### src/rtl/regfile_check_monitor_pkg.sv
// Shared definitions for the regfile self-check monitor: FSM encoding and default widths.
package regfile_check_monitor_pkg;

  typedef enum logic [1:0] {
    StIdle  = 2'd0,
    StRun   = 2'd1,
    StCheck = 2'd2,
    StDone  = 2'd3
  } state_e;

  localparam int unsigned DefRegAw = 5;
  localparam int unsigned DefDataW = 32;

  // Bits needed to count 0..n-1, never less than one.
  function automatic int unsigned idx_width(int unsigned n);
    return (n > 1) ? $clog2(n) : 1;
  endfunction

endpackage

### src/rtl/regfile_check_monitor_shadow_regfile.sv
// Shadow copy of the processor register file: one write port with bulk clear, one async read port.
module regfile_check_monitor_shadow_regfile
  import regfile_check_monitor_pkg::*;
#(
  parameter int unsigned DATA_W = DefDataW,
  parameter int unsigned REG_AW = DefRegAw
) (
  input  logic              clock,
  input  logic              reset,
  input  logic              clear,
  input  logic              we,
  input  logic [REG_AW-1:0] waddr,
  input  logic [DATA_W-1:0] wdata,
  input  logic [REG_AW-1:0] raddr,
  output logic [DATA_W-1:0] rdata
);

  localparam int unsigned Depth = 2 ** REG_AW;

  logic [DATA_W-1:0] mem_q [Depth];

  always_ff @(posedge clock or negedge reset) begin
    if (!reset) begin
      for (int unsigned i = 0; i < Depth; i++) mem_q[i] <= '0;
    end else if (clear) begin
      for (int unsigned i = 0; i < Depth; i++) mem_q[i] <= '0;
    end else if (we && (waddr != '0)) begin
      mem_q[waddr] <= wdata;
    end
  end

  // Entry 0 is never written, and reads of it are forced to zero as well.
  assign rdata = (raddr == '0) ? '0 : mem_q[raddr];

endmodule

### src/rtl/regfile_check_monitor.sv
// On-chip self-check monitor: mirrors regfile writes during a run window, then checks a
// table of expected (reg, value) pairs one per cycle and reports the result.
module regfile_check_monitor
  import regfile_check_monitor_pkg::*;
#(
  parameter int unsigned DATA_W      = DefDataW,
  parameter int unsigned REG_AW      = DefRegAw,
  parameter int unsigned NUM_CHECKS  = 6,
  parameter int unsigned CYCLE_LIMIT = 20,
  parameter int unsigned CNT_W       = 16
) (
  input  logic                         clock,
  input  logic                         reset,
  input  logic                         start,
  input  logic                         halt,
  input  logic                         ctrl_writeEnable,
  input  logic [REG_AW-1:0]            ctrl_writeReg,
  input  logic [DATA_W-1:0]            data_writeReg,
  input  logic [NUM_CHECKS-1:0]        exp_valid,
  input  logic [NUM_CHECKS*REG_AW-1:0] exp_reg_flat,
  input  logic [NUM_CHECKS*DATA_W-1:0] exp_val_flat,
  output logic                         busy,
  output logic                         done,
  output logic                         pass,
  output logic [CNT_W-1:0]             error_count,
  output logic [CNT_W-1:0]             cycle_count,
  output logic [7:0]                   first_fail_idx,
  output logic [DATA_W-1:0]            first_fail_val
);

  localparam int unsigned IDX_W = idx_width(NUM_CHECKS);
  localparam int unsigned RUN_W = idx_width(CYCLE_LIMIT);
  localparam logic [IDX_W-1:0] LastIdx = IDX_W'(NUM_CHECKS - 1);
  localparam logic [RUN_W-1:0] RunLast = RUN_W'(CYCLE_LIMIT - 1);

  state_e            state_q;
  logic              busy_q, done_q, pass_q;
  logic [RUN_W-1:0]  run_cnt_q;
  logic [CNT_W-1:0]  cycle_count_q, error_count_q;
  logic [IDX_W-1:0]  idx_q, ff_idx_q;
  logic [DATA_W-1:0] ff_val_q;

  logic [REG_AW-1:0] exp_reg [NUM_CHECKS];
  logic [DATA_W-1:0] exp_val [NUM_CHECKS];

  for (genvar i = 0; i < NUM_CHECKS; i++) begin : g_exp
    assign exp_reg[i] = exp_reg_flat[i*REG_AW +: REG_AW];
    assign exp_val[i] = exp_val_flat[i*DATA_W +: DATA_W];
  end

  logic              start_run, run_end, sh_we, mismatch;
  logic [DATA_W-1:0] rd_data;

  assign start_run = start && ((state_q == StIdle) || (state_q == StDone));
  // Run length uses its own counter so a narrow, saturating cycle_count cannot shorten the window.
  assign run_end   = (state_q == StRun) && (halt || (run_cnt_q == RunLast));
  assign sh_we     = (state_q == StRun) && ctrl_writeEnable;
  assign mismatch  = (state_q == StCheck) && exp_valid[idx_q] && (rd_data != exp_val[idx_q]);

  regfile_check_monitor_shadow_regfile #(
    .DATA_W (DATA_W),
    .REG_AW (REG_AW)
  ) u_shadow (
    .clock (clock),
    .reset (reset),
    .clear (start_run),
    .we    (sh_we),
    .waddr (ctrl_writeReg),
    .wdata (data_writeReg),
    .raddr (exp_reg[idx_q]),
    .rdata (rd_data)
  );

  always_ff @(posedge clock or negedge reset) begin
    if (!reset) begin
      state_q       <= StIdle;
      busy_q        <= 1'b0;
      done_q        <= 1'b0;
      pass_q        <= 1'b0;
      run_cnt_q     <= '0;
      cycle_count_q <= '0;
      error_count_q <= '0;
      idx_q         <= '0;
      ff_idx_q      <= '0;
      ff_val_q      <= '0;
    end else if (start_run) begin
      state_q       <= StRun;
      busy_q        <= 1'b1;
      done_q        <= 1'b0;
      pass_q        <= 1'b0;
      run_cnt_q     <= '0;
      cycle_count_q <= '0;
      error_count_q <= '0;
      idx_q         <= '0;
      ff_idx_q      <= '0;
      ff_val_q      <= '0;
    end else begin
      case (state_q)
        StRun: begin
          if (cycle_count_q != '1) cycle_count_q <= cycle_count_q + CNT_W'(1);
          if (run_end) state_q <= StCheck;
          else         run_cnt_q <= run_cnt_q + RUN_W'(1);
        end
        StCheck: begin
          if (mismatch) begin
            if (error_count_q != '1) error_count_q <= error_count_q + CNT_W'(1);
            if (error_count_q == '0) begin
              ff_idx_q <= idx_q;
              ff_val_q <= rd_data;
            end
          end
          if (idx_q == LastIdx) begin
            state_q <= StDone;
            busy_q  <= 1'b0;
            done_q  <= 1'b1;
            pass_q  <= (error_count_q == '0) && !mismatch;
            idx_q   <= '0;
          end else begin
            idx_q <= idx_q + IDX_W'(1);
          end
        end
        default: ;
      endcase
    end
  end

  assign busy           = busy_q;
  assign done           = done_q;
  assign pass           = pass_q;
  assign error_count    = error_count_q;
  assign cycle_count    = cycle_count_q;
  assign first_fail_idx = 8'(ff_idx_q);
  assign first_fail_val = ff_val_q;

endmodule

### config.mk
export PLATFORM = sky130hd
export DESIGN_NAME = regfile_check_monitor
export DESIGN_NICKNAME = d
export VERILOG_FILES = /design/src/rtl/regfile_check_monitor_pkg.sv /design/src/rtl/regfile_check_monitor_shadow_regfile.sv /design/src/rtl/regfile_check_monitor.sv
export SDC_FILE = /design/constraint.sdc
export NUM_CORES = 2
export LEC_CHECK = 0
export CELL_PAD_IN_SITES_DETAIL_PLACEMENT = 1
export CELL_PAD_IN_SITES_GLOBAL_PLACEMENT = 1
export CORE_MARGIN = 2
export CORE_UTILIZATION = 49
export DETAILED_ROUTE_END_ITERATION = 10
export PLACE_DENSITY = 0.88
export SKIP_CTS_REPAIR_TIMING = 1
export SYNTH_ARGS = -nofsm -noshare
export SYNTH_HDL_FRONTEND = slang
export SYNTH_SLANG_ARGS = --single-unit
### constraint.sdc
create_clock -name clock -period 7.6 [get_ports clock]
set_input_delay 1.14 -clock clock [delete_from_list [all_inputs] [get_ports clock]]
set_output_delay 1.14 -clock clock [all_outputs]
set_load 0.01 [all_outputs]
==> impl.org <==
** Routing
- Detail Route Antenna Nets :: 0
- Top metal layer carrying routed signals :: met5
- Summed over all nets, wire length on met2 after detailed routing comes to 113,200 µm.
- Before antenna repair, the detailed router went through 6 iterations.
- Remaining design rule violation count :: 0
- Detailed routing inserted a total of between 50,000 and 60,000 vias.
- Routed WL per cell :: 31.24 µm
- Summed over all layers, the routed wires come to 263,600 µm.
- Detail Route met3 WL :: 33,790 µm
- Routed met1 length :: 91,310 µm
- Number of DRC markers after the initial detailed-route iteration :: 7,196
- Ratio of routed vias to standard cells :: 6.749

** Outcome
- The run finished, with violations left.
- The checks that failed: max-capacitance violations, max-slew violations.

** Pwr
- The worst-case IR drop observed on VDD is 0.0002302 V.
- Total power per unit cell area :: 341.9 nW/µm²
- In this run the static leakage power is 27.67 nW.

** Final layout
- In the final layout, the multi-input gates occupy 26,870 µm².
- Area added between synthesis and finish :: 14.74%
- Fill cells :: 13,490
- Layout cell share with drive strength beyond 1 :: 0.08203
- Storage cell area :: 27,310 µm²
- Total number of nets in the final design :: just over 7,000
- After routing the design area is 65,310 µm².

** Synthesis
- Count of synthesis-stage warnings from yosys :: 0
- Dividing the synthesized area by the synthesized cell count gives 8.438 µm².
- Synthesis inferred 1,091 register bits.
- Portion of the post-synthesis area used by sequential elements :: 0.4797
- The synthesized netlist occupies a cell area of around 57,000 µm².
- Async S/R FF share, synth :: 1.000
- After synthesis, the netlist uses 91 different library cells.
- Cells after synthesis :: 6,745
- Main synth FF type :: sky130_fd_sc_hd__dfrtp_1
- In this run, synthesis inferred 0 flip-flops with an integrated enable.

** Die
- In this run the core area contains 125 standard-cell rows.
- During I/O placement, the number of pins put on the boundary was about 350.
- The die covers 118,900 µm².
- Die Y :: 344.8 µm
- In this run the standard cell core region covers 115,700 µm².
- The floorplan step set the die width to 344.8 µm.
- The initial utilization of the core area, before any placement, comes to 0.4918.

** Worst setup path
- Type of element launching the critical path :: register
- Register-to-Register Path Depth :: 17
- Along the worst path, the maximum fanout reaches 45.
- Data required time at the worst endpoint :: 8.26 ns
- Classification of the worst setup path :: reg2reg
- Slack of the worst reg-to-reg path :: 0.51 ns
- The worst setup path is captured at a register.
- Data arrival time of the worst path :: roughly 7.8 ns

** STA
- Fraction of the cycle the final worst path needs :: 0.9334
- At the pin with the least slew margin, the transition time is 1.530 ns.
- Endpoints failing setup :: 0
- Clock Skews :: about 0.054 ns
- For this run, the top clock speed supported by timing is 141.0 MHz.
- Final max-slew violation count :: 2
- Worst hold slack after final layout :: 0.4182 ns
- Final critical path time including I/O delays and setup :: between 7 and 8 ns
- The final count of hold timing violations was 0.
- RSZ-0062 raised after global routing :: no
- Relative slew slack :: -0.04646
- Across all setup checks in the final design, the least slack found is between 0.5 and 0.6 ns.
- After routing, the total negative slack on setup checks comes to 0 ns.

** Global routing
- Remaining global-route overflow :: 0
- Number of global-route vias before repair :: ~60,000
- Across every metal layer, demand over resource in global routing totals 0.4374.
- The number of antenna violations at the first check in global routing was 22.
- Entering global routing, the biggest net connects between 150 and 200 pins.
- Wire length of the first global-routing pass :: 387,100 µm

** CTS
- Clock latency on the worst-skew pair, taken at its later pin, is 0.78 ns.
- Cell chosen for the clock root :: sky130_fd_sc_hd__clkbuf_16
- Clock tree synthesis found a total of ~1,100 sinks.
- Buffer levels on the longest clock path :: 3
- Clock-pin slew of the registers on the worst-case setup and hold paths :: about 0.06 ns
- Inserted Clock Buffers :: around 110
- TritonCTS built the clock tree.
- The H-tree generated during clock tree synthesis spans 3 levels.

** Place
- In this run the tool buffered the top-level ports with 339 buffer cells.
- Detailed placement finished with a half-perimeter wire length of 161,100 µm.
- In this run the cell area measured after placement is 61,500 µm².
- At the placement stage, the worst setup path has a slack of 0.3627 ns.
- Global placement routability congestion :: 1.039

** Job
- Count of max-cap constraint violations :: 1

** Hold path
- Class of the most critical hold timing path :: in2async
sequential cells by signal, indices dropped and copies added, names as in the netlist, 2 cells and up:
signal and count:
ff_idx_q 3, run_cnt_q 5, cycle_count 16, state_q 2, u_shadow.mem_q 1011, idx_q 3, error_count 16, first_fail_val 32
path summary, 6_finish.rpt:
check,from,to
max in group asynchronous,reset,u_shadow.mem_q[18]$_DFFE_PN0P_
hold reg to reg,u_shadow.mem_q[1012]$_DFFE_PN0P_,u_shadow.mem_q[1012]$_DFFE_PN0P_
hold / removal,reset,u_shadow.mem_q[712]$_DFFE_PN0P_
setup / recovery,idx_q[2]$_DFFE_PN0P_,first_fail_val[1]$_DFFE_PN0P_
min in group clock,u_shadow.mem_q[1012]$_DFFE_PN0P_,u_shadow.mem_q[1012]$_DFFE_PN0P_
setup reg to reg,idx_q[2]$_DFFE_PN0P_,first_fail_val[1]$_DFFE_PN0P_
metal layers:
| metal | vias to the layer above | global-route usage |
|---|---|---|
| met5 | - | 0.002404 |
| met3 | 1311 | 0.1581 |
| met2 | 4058 | 0.6505 |
| met4 | 10 | 0.3577 |
| li1 | 22950 | - |
| met1 | 28620 | 0.5079 |
kinds of logic after synthesis:
logic type,after synthesis,synth area share
and+or+nand+nor,2798,0.1964
DFF,1091,0.4797
muxes,515,0.09911
other,1,0.00006589
buffers and inverters,661,0.05173
AOI/OAI and AO/OA,1646,0.1675
xor gates and xnor gates,26,0.004001
adders and majority gates,7,0.001539
area by class of cell:
cell class                 instances  area share
sequential                      1091      0.4181
timing repair buffer             553     0.08009
tap                             1524     0.02920
antenna                           14   0.0005365
multi-input combinational       4997      0.4115
clock inverter                    27    0.004981
inverter                          48    0.002759
clock buffer                     184     0.05280
through the flow:
step	total power, mW	cells	util
after global placement	15.71	8213	0.5314
after CTS	21.67	8424	0.5640
final	22.33	8438	0.5643
after detailed placement	15.87	8213	0.5314
after floorplan	11.61	6749	-
after global routing	22.61	8430	0.5641
cell usage in the layout, fill, tap and decap left out, types with 49 or more instances in the layout:
cell type,n
sky130_fd_sc_hd__nand2_1,2360
sky130_fd_sc_hd__a21oi_1,1175
sky130_fd_sc_hd__dfrtp_1,1089
sky130_fd_sc_hd__mux2i_1,449
sky130_fd_sc_hd__clkdlybuf4s50_1,328
sky130_fd_sc_hd__buf_4,192
sky130_fd_sc_hd__clkbuf_16,116
sky130_fd_sc_hd__nor2_1,106
sky130_fd_sc_hd__o21ai_0,102
sky130_fd_sc_hd__a22oi_1,63
sky130_fd_sc_hd__nor3_1,55
sky130_fd_sc_hd__nand3_1,49
critical path, stage by stage (launching register included):
cell,delay [ns]
sky130_fd_sc_hd__dfrtp_1,0.95
sky130_fd_sc_hd__nor2_1,0.39
sky130_fd_sc_hd__a222oi_1,0.78
sky130_fd_sc_hd__buf_12,0.39
sky130_fd_sc_hd__buf_12,0.35
sky130_fd_sc_hd__mux2i_1,0.28
sky130_fd_sc_hd__a22oi_1,0.14
sky130_fd_sc_hd__a22oi_1,1.04
sky130_fd_sc_hd__nor3b_1,0.12
sky130_fd_sc_hd__buf_4,0.21
sky130_fd_sc_hd__a2111oi_0,0.41
sky130_fd_sc_hd__a221o_1,0.19
sky130_fd_sc_hd__nor3_1,0.05
sky130_fd_sc_hd__nand4_1,0.15
sky130_fd_sc_hd__nor2_4,0.09
sky130_fd_sc_hd__nor3_4,0.63
sky130_fd_sc_hd__buf_4,0.44
sky130_fd_sc_hd__mux2i_1,0.27
report_power, final:
group | internal [mW] | total (mW) | switching [mW]
sequential | 6.09 | 6.39 | 0.301
clock | 3.29 | 5.82 | 2.53
combinational | 2.81 | 10.1 | 7.31
total | 12.2 | 22.3 | 10.1
synthesized netlist by cell type (28+ instances only):
cell                       instances  share of area
sky130_fd_sc_hd__a211oi_1         28         0.0037
sky130_fd_sc_hd__a21oi_1        1176           0.10
sky130_fd_sc_hd__a22oi_1          63         0.0083
sky130_fd_sc_hd__a32oi_1          34         0.0052
sky130_fd_sc_hd__and2_1           38         0.0042
sky130_fd_sc_hd__buf_2            49         0.0043
sky130_fd_sc_hd__buf_4            40         0.0053
sky130_fd_sc_hd__buf_6            29         0.0057
sky130_fd_sc_hd__clkbuf_1        477          0.031
sky130_fd_sc_hd__dfrtp_1        1091           0.48
sky130_fd_sc_hd__inv_1            47         0.0031
sky130_fd_sc_hd__mux2i_1         450          0.079
sky130_fd_sc_hd__mux4_2           35          0.014
sky130_fd_sc_hd__nand2_1        2379           0.16
sky130_fd_sc_hd__nand3_1          49         0.0043
sky130_fd_sc_hd__nor2_1          138         0.0091
sky130_fd_sc_hd__nor3_1           55         0.0048
sky130_fd_sc_hd__o21ai_0         102         0.0090
Power figures use the tool's default switching activity.
